File: config.mk
export PLATFORM = sky130hd
export DESIGN_NAME = router_switch_20
export DESIGN_NICKNAME = d
export VERILOG_FILES = /design/src/rtl/router_switch_20_pkg.sv /design/src/rtl/router_switch_20_rr_arbiter_3.sv /design/src/rtl/router_switch_20.sv
export SDC_FILE = /design/constraint.sdc
export NUM_CORES = 1
export LEC_CHECK = 0
export BUFFER_PORTS_ARGS = -buffer_cell sky130_fd_sc_hd__buf_2
export CAP_MARGIN = 20
export CORE_MARGIN = 2
export CORE_UTILIZATION = 45
export DETAILED_ROUTE_END_ITERATION = 10
export PLACE_DENSITY = 0.7
export SLEW_MARGIN = 25
export SYNTH_ARGS = -nofsm -noshare
export SYNTH_HDL_FRONTEND = slang
export SYNTH_SLANG_ARGS = --single-unit
File: constraint.sdc
create_clock -name fifo_clk -period 15 [get_ports fifo_clk]
set_clock_uncertainty 0.05 [all_clocks]
set_input_delay 3 -clock fifo_clk [delete_from_list [all_inputs] [get_ports fifo_clk]]
set_output_delay 3 -clock fifo_clk [all_outputs]
set_load 0.02 [all_outputs]
File: src/rtl/router_switch_20_pkg.sv
// Shared constants and XY route helper for the node (2,0) switch stage.
package router_switch_20_pkg;

  localparam int P_N       = 0;
  localparam int P_E       = 1;
  localparam int P_L       = 2;
  localparam int NUM_PORTS = 3;

  // Default flit layout: dest_x in the top COORD_W bits, dest_y just below.
  localparam int DEST_X_MSB = 39;
  localparam int DEST_Y_MSB = 37;

  // Returns the output port index for a destination seen from this node.
  function automatic logic [1:0] route_xy(input int dest_x, input int dest_y,
                                          input int local_x, input int local_y);
    if (dest_x != local_x)
      return 2'(P_E);
    else if (dest_y != local_y)
      return 2'(P_N);
    else
      return 2'(P_L);
  endfunction

endpackage

File: src/rtl/router_switch_20_rr_arbiter_3.sv
// Three-way round-robin arbiter; the pointer moves past the last winner.
import router_switch_20_pkg::*;

module rr_arbiter_3 (
  input  logic       i_clk,
  input  logic       i_rst,
  input  logic [2:0] i_req,
  input  logic       i_en,
  output logic [2:0] o_gnt
);

  logic [1:0] r_ptr;
  logic [1:0] w_ptr_nxt;
  logic [2:0] w_sum;
  logic [1:0] w_idx;
  logic       w_found;

  always_comb begin
    o_gnt   = '0;
    w_found = 1'b0;
    w_sum   = '0;
    w_idx   = '0;
    for (int k = 0; k < NUM_PORTS; k++) begin
      w_sum = {1'b0, r_ptr} + 3'(k);
      w_idx = (w_sum >= 3'd3) ? 2'(w_sum - 3'd3) : w_sum[1:0];
      if (i_en && !w_found && i_req[w_idx]) begin
        o_gnt[w_idx] = 1'b1;
        w_found      = 1'b1;
      end
    end
  end

  always_comb begin
    w_ptr_nxt = r_ptr;
    if (o_gnt[0])      w_ptr_nxt = 2'd1;
    else if (o_gnt[1]) w_ptr_nxt = 2'd2;
    else if (o_gnt[2]) w_ptr_nxt = 2'd0;
  end

  always_ff @(posedge i_clk or posedge i_rst) begin
    if (i_rst) r_ptr <= 2'd0;
    else       r_ptr <= w_ptr_nxt;
  end

endmodule

File: src/rtl/router_switch_20.sv
// Switch stage of node (2,0): XY route, per-output round-robin, one-entry output slots.
import router_switch_20_pkg::*;

module router_switch_20 #(
  parameter int DATASIZE = DEST_X_MSB + 1,
  parameter int LOCAL_X  = 2,
  parameter int LOCAL_Y  = 0,
  parameter int COORD_W  = DEST_X_MSB - DEST_Y_MSB
) (
  input  logic                fifo_clk,
  input  logic                rst,
  input  logic [DATASIZE-1:0] N_data_in,
  input  logic [DATASIZE-1:0] E_data_in,
  input  logic [DATASIZE-1:0] L_data_in,
  input  logic                N_valid_in,
  input  logic                E_valid_in,
  input  logic                L_valid_in,
  output logic                fifo_ready_N,
  output logic                fifo_ready_E,
  output logic                fifo_ready_L,
  output logic [DATASIZE-1:0] N_data_out,
  output logic [DATASIZE-1:0] E_data_out,
  output logic [DATASIZE-1:0] L_data_out,
  output logic                N_valid_out,
  output logic                E_valid_out,
  output logic                L_valid_out,
  input  logic                N_full_in,
  input  logic                E_full_in,
  input  logic                L_full_in
);

  logic [DATASIZE-1:0]  w_din   [NUM_PORTS];
  logic [NUM_PORTS-1:0] w_vin;
  logic [NUM_PORTS-1:0] w_full;
  logic [1:0]           w_route [NUM_PORTS];
  logic [NUM_PORTS-1:0] w_req   [NUM_PORTS];
  logic [NUM_PORTS-1:0] w_gnt   [NUM_PORTS];
  logic [NUM_PORTS-1:0] w_en;
  logic [NUM_PORTS-1:0] w_vout;
  logic [NUM_PORTS-1:0] w_pop;
  logic [DATASIZE-1:0]  w_sel   [NUM_PORTS];

  logic [NUM_PORTS-1:0] r_occ;
  logic [DATASIZE-1:0]  r_data  [NUM_PORTS];

  assign w_din[P_N] = N_data_in;
  assign w_din[P_E] = E_data_in;
  assign w_din[P_L] = L_data_in;
  assign w_vin      = {L_valid_in, E_valid_in, N_valid_in};
  assign w_full     = {L_full_in, E_full_in, N_full_in};

  always_comb begin
    for (int i = 0; i < NUM_PORTS; i++) begin
      w_route[i] = route_xy(int'(w_din[i][DATASIZE-1 -: COORD_W]),
                            int'(w_din[i][DATASIZE-1-COORD_W -: COORD_W]),
                            LOCAL_X, LOCAL_Y);
    end
  end

  always_comb begin
    for (int o = 0; o < NUM_PORTS; o++) begin
      w_req[o] = '0;
      for (int i = 0; i < NUM_PORTS; i++)
        w_req[o][i] = w_vin[i] && (w_route[i] == 2'(o));
    end
  end

  // Reset gates both strobes so nothing leaks out while rst is high.
  assign w_vout = r_occ & ~w_full & {NUM_PORTS{~rst}};
  assign w_en   = (~r_occ | w_vout) & {NUM_PORTS{~rst}};

  for (genvar o = 0; o < NUM_PORTS; o++) begin : g_arb
    rr_arbiter_3 u_arb (
      .i_clk (fifo_clk),
      .i_rst (rst),
      .i_req (w_req[o]),
      .i_en  (w_en[o]),
      .o_gnt (w_gnt[o])
    );
  end

  always_comb begin
    w_pop = '0;
    for (int o = 0; o < NUM_PORTS; o++) begin
      w_sel[o] = '0;
      for (int i = 0; i < NUM_PORTS; i++) begin
        if (w_gnt[o][i]) begin
          w_sel[o] = w_din[i];
          w_pop[i] = 1'b1;
        end
      end
    end
  end

  always_ff @(posedge fifo_clk or posedge rst) begin
    if (rst) begin
      r_occ <= '0;
      for (int o = 0; o < NUM_PORTS; o++) r_data[o] <= '0;
    end else begin
      for (int o = 0; o < NUM_PORTS; o++) begin
        if (|w_gnt[o]) begin
          r_occ[o]  <= 1'b1;
          r_data[o] <= w_sel[o];
        end else if (w_vout[o]) begin
          r_occ[o] <= 1'b0;
        end
      end
    end
  end

  assign fifo_ready_N = w_pop[P_N];
  assign fifo_ready_E = w_pop[P_E];
  assign fifo_ready_L = w_pop[P_L];
  assign N_valid_out  = w_vout[P_N];
  assign E_valid_out  = w_vout[P_E];
  assign L_valid_out  = w_vout[P_L];
  assign N_data_out   = r_data[P_N];
  assign E_data_out   = r_data[P_E];
  assign L_data_out   = r_data[P_L];

endmodule
# [Yosys cells after proc, flatten, opt, wreduce, memory -nomap -nowiden]
# Cells that the tools add are included.
[word_totals] in_bits=128 register_bits=129
[classes] bitwise_logic=13 n_mux=99 eq_ne=9 n_reduce_logical=54 order_cmp=27 add_sub_neg=15
[ops] operator="$mux 40" count=9
[ops] operator="$mux 2" count=24
[ops] operator="$mux 1" count=39
[ops] operator="$logic_and 1x1->1" count=33
[ops] operator="$lt 2x3->1 const B" count=9
[ops] operator="$mux 3" count=9
[ops] operator="$or 3x3->3" count=7
[ops] operator="$bmux 1 s2" count=9
[ops] operator="$demux 1 s2" count=9
[ops] operator="$ge 2x1->1 const B" count=9
[ops] operator="$ge 3x2->1 const B" count=6
[ops] operator="$sub 2x2->2 const B" count=9
[ops] operator="$reduce_bool 2->1" count=6
[ops] operator="$add 2x1->3 const B" count=3
[ops] operator="$add 2x2->3 const B" count=3
[ops] operator="$and 3x3->3" count=3
[ops] operator="$reduce_bool 3->1" count=3
[ops] operator="$reduce_or 3->1" count=3
[ops] operator="$eq 2x1->1 const B" count=3
[ops] operator="$eq 2x2->1 const B" count=3
[ops] operator="$ge 2x2->1 const B" count=3
[ops] operator="$logic_not 1->1" count=6
[ops] operator="$logic_not 2->1" count=3
[ops] operator="$ne 2x2->1 const B" count=3
[ops] operator="other kinds (2)" count=3

# [Longest topological paths before layout]
[logic_depth] depth_word=20 depth_mapped=12

# [Cells and area by module]
# A second synthesis with hierarchy kept.
[hier_totals] hier_cells=732 area_unflattened_um2=7382.1
[by_module_without_submodules] mod="router_switch_20" cells_each=591 area_each_um2=6213.5 seq_area_each_um2=3078.0 instances=1
[by_module_without_submodules] mod="rr_arbiter_3 at g_arb[0].u_arb ..." cells_each=46 area_each_um2=385.4 seq_area_each_um2=50.0 instances=2
[by_module_without_submodules] mod="rr_arbiter_3 at g_arb[1].u_arb" cells_each=49 area_each_um2=397.9 seq_area_each_um2=50.0 instances=1

# [Least setup slack after synthesis]
# OpenSTA, ideal clock, no wires.
[synth_path] path_kind="input port to output port" startpoint="input rst" endpoint="output fifo_ready_E" path_slack_ns=4.840 n_path_buf=2 cell_stages=8 arrival_ns=7.110 path_cell_list="inv_1 > nand2_1 > a211o_1 > nor4_4 > or2_0 > buf_2 > buf_2 > or3_1"
[synth_between] elab_chain_cells=17 elab_cells_between_ends=49
[synth_rtl] element="from (decl)" line="router_switch_20.sv:11" rtl="input logic rst,"
[synth_rtl] element="$not 1->1 *" line="router_switch_20.sv:69, router_switch_20.sv:70"
[synth_rtl] element="$and 3x3->3" line="router_switch_20.sv:69" rtl="assign w_vout = r_occ & ~w_full & {NUM_PORTS{~rst}};"
[synth_rtl] element="$or 3x3->3" line="router_switch_20.sv:70" rtl="assign w_en = (~r_occ | w_vout) & {NUM_PORTS{~rst}};"
[synth_rtl] element="$and 3x3->3 *" line="router_switch_20.sv:70"
[synth_rtl] element="$logic_and 1x1->1" line="router_switch_20_rr_arbiter_3.sv:26" rtl="if (i_en && !w_found && i_req[w_idx]) begin"
[synth_rtl] element="$mux 1" line="router_switch_20_rr_arbiter_3.sv:26"
[synth_rtl] element="$logic_not 1->1" line="router_switch_20_rr_arbiter_3.sv:26"
[synth_rtl] element="$logic_and 1x1->1 (2 in series)" line="router_switch_20_rr_arbiter_3.sv:26"
[synth_rtl] element="$mux 1" line="router_switch_20_rr_arbiter_3.sv:26"
[synth_rtl] element="$logic_not 1->1" line="router_switch_20_rr_arbiter_3.sv:26"
[synth_rtl] element="$logic_and 1x1->1 (2 in series)" line="router_switch_20_rr_arbiter_3.sv:26"
[synth_rtl] element="$mux 3" line="router_switch_20_rr_arbiter_3.sv:26"
[synth_rtl] element="$mux 1 (2 in series)" line="router_switch_20.sv:87" rtl="if (w_gnt[o][i]) begin"
[synth_rtl] element="$mux 1 *" line="router_switch_20.sv:87"
[synth_rtl] element="to (decl)" line="router_switch_20.sv:19" rtl="output logic fifo_ready_E,"
# Every way passes the cells marked *; elsewhere a longest branch is shown, timed or not.

# [Worst setup path after layout]
# Same ends and word-level chain as after synthesis.

==> results.yml <==
clock_tree:
  clk_latency_ns: 0.42
  cts_tree: "built"
  htree_levels: 4
  post_cts_buffers: 0
  cts-root-buf: "clkbuf_16"
  cts_buffer_depth: 2
  clk_pin_slew_worst_paths_ns: 0.06
  postCtsHoldBufs: 0
  cts_resized: 0
  numClockSinks: 129
  cts_buffers: 17
yosys:
  muxShareOfSynthArea_pct: 0.220
  synthAdderAreaFrac_pct: 1.65
  ys_ff_latch: 129
  ys_seq_area_share_pct: 35.5
  syn_nets: 1157
  synth-compound-area-share_pct: 36.6
  synth.yosys.warnings: 0
  synthXorXnorAreaFrac_pct: 0
  synth_top_family_by_area: "compound AO/OA/AOI/OAI gates"
  synthFlopType: "dfrtp_1"
  synthSimpleGateAreaFrac_pct: 18.2
  ys_top_cells_by_area: "dfrtp_1, o2bb2ai_2, nand2_1"
  synth_top_cell_area_share_pct: 35.5
  ys_types: 73
  yosys.area.top_type: "dfrtp_1"
  synth_area_sq_mm: 0.00909
  avgSynthCellArea_sq_um: 8.94
  synthCells: 1017
  synth-async-reset-ratio_pct: 100
  synth_edf_count: 0
route:
  final_antenna_net_count: 0
  drt-wirelength-per-cell_microns: 20.3
  via_count: 9090
  via_per_inst: 6.13
  remaining_drc_errors: 0
  drt-initial-drc-count: 578
  firstDrtPassIters: 5
  drt-total-wl_mm: 30.2
floorplanning:
  fp.coreArea_sq_mm: 0.0200
  die_w_microns: 146
  io_pins: 254
  row_count: 52
  die-area_sq_mm: 0.0214
  start_util_pct: 45.4
  die_h_microns: 146
sta:
  slew_headroom_pct: 31.0
  tightestPinTransition_ns: 1.04
  fin_tns_setup_ns: 0
  period_share_pct: 60.8
  slew_viol_final: 0
  finalSetupViolCount: 0
  finalHoldViolations: 0
  rsz0062_at_grt: "false"
  max_clock_freq_ghz: 0.110
  period_minus_slack_ns: 9.12
power_and_ir_drop:
  power_per_cell_area_mw_per_mm2: 205
  leakage_nw: 5.06
  p_total_mw: 2.28
  vdd_drop_max_mv: 0.0977
grt:
  grt_pass1_vias: 8746
  grt_pass1_wl_mm: 48.5
  overflow: 0
  grt_usage_pct: 28.0
  grt_max_degree: 88
  grt_antenna_before_repair: 1
outcome:
  status: "finished, final reports clean"
critical_path:
  crit_path_start_kind: "primary input"
  crit_fanout: 79
  arrival_ns: 6.07
  critPathKind: "in -> out"
  end_kind: "primary output"
  r2r-start: "g_arb[1].u_arb.r_ptr[0]$_DFFE_PP0P_"
  crit_required_ns: 11.95
  cp-startpoint: "rst"
placed_design:
  portBuffers: 253
  detailed_place_hpwl_mm: 19.1
  globalplace.congestion: 0.866
flow_run:
  max_cap_viol_count: 0
cells_and_area:
  fin_util_pct: 55.4
  nets: 1341
  final_layout_size_suffix_gt1_share_pct: 30.5
  layout_common_cells: "buf_2, nand2_1, dfrtp_1"
  area_growth_pct: 22.0
  final_common_cell: "buf_2"
hold_path:
  hp-class: "reg -> reg"
  min_from: "E_data_out[21]$_DFFE_PP0P_"
-- worst max-delay path, stage by stage --
cell	delay, ns
buf_2	0.18
inv_6	0.57
nand2_1	0.13
a211o_1	0.33
nor2_4	0.11
buf_4	0.44
or2_2	0.83
or3_1	0.25
buf_2	0.18
-- cells by family after synthesis --
logic type      Yosys count
fa+ha+maj                12
mux                       2
simple gates            330
compound gates          385
buf+inv                 159
flops                   129
-- synthesized netlist by cell type (8+ instances only) --
master	number
inv_1	56
o2bb2ai_2	37
a2bb2oi_1	39
and4_1	41
nor3_1	9
a21oi_1	58
nand2b_1	8
buf_2	28
nand2_1	136
a211oi_1	41
buf_6	10
ha_1	12
nand3_1	8
o21bai_1	41
o311a_1	37
clkbuf_1	63
nor2_1	89
dfrtp_1	129
o311ai_1	37
o2bb2ai_1	44
-- flip-flops by register name (all words and copies together), names as in the netlist --
name and count:
E_data_out 40, L_data_out 40, N_data_out 40, g_arb.u_arb.r_ptr 6, r_occ 3
-- power breakdown --
part / leakage [nW] / switching (mW) / internal [mW]
combinational: 3.17 / 0.706 / 0.453
clock: 0.323 / 0.166 / 0.310
sequential: 1.56 / 0.120 / 0.524
total: 5.06 / 0.992 / 1.29
-- layout make-up --
class	instances	area (sq um)
diodes	1	2.50
clock buffers	20	467
clock inverters	11	201
fillers	1857	8940
inverters	56	215
multi-input cells	729	5240
flip-flops and latches	129	3230
well taps	270	338
repair buffers	268	1400
-- metrics by stage --
step	instances	area, sq um	worst slack [ns]	hold slack (ns)
final	1484	11100	5.88	0.435
after global routing	1483	11100	5.63	0.452
after CTS	1482	11100	5.87	0.437
after detailed placement	1451	10400	5.87	0.418
after global placement	1451	10400	5.95	0.419
after floorplan	1017	9090	4.84	0.435
-- per-layer routing --
metal  vias up  share of wire (%)  GRT usage (%)
li1       4217                  -              -
met1      4428                 44           37.7
met2       389                 47           45.3
met3        56                6.6           5.09
met4         0                2.4           10.2
met5         -                  0              0
-- worst paths after layout --
check / endpoint / slack, ns / depth (start not counted)
max: fifo_ready_E / 5.88 / 9
min: E_data_out[21]$_DFFE_PP0P_ / 0.44 / 1
max reg2reg: E_data_out[38]$_DFFE_PP0P_ / 10.77 / 11
min reg2reg: E_data_out[21]$_DFFE_PP0P_ / 0.44 / 1
max in group asynchronous: g_arb[2].u_arb.r_ptr[1]$_DFFE_PP0P_ / 10.90 / 3
min in group asynchronous: r_occ[2]$_DFFE_PP0P_ / 2.77 / 2
No activity file was read; power rests on OpenSTA's default activity.
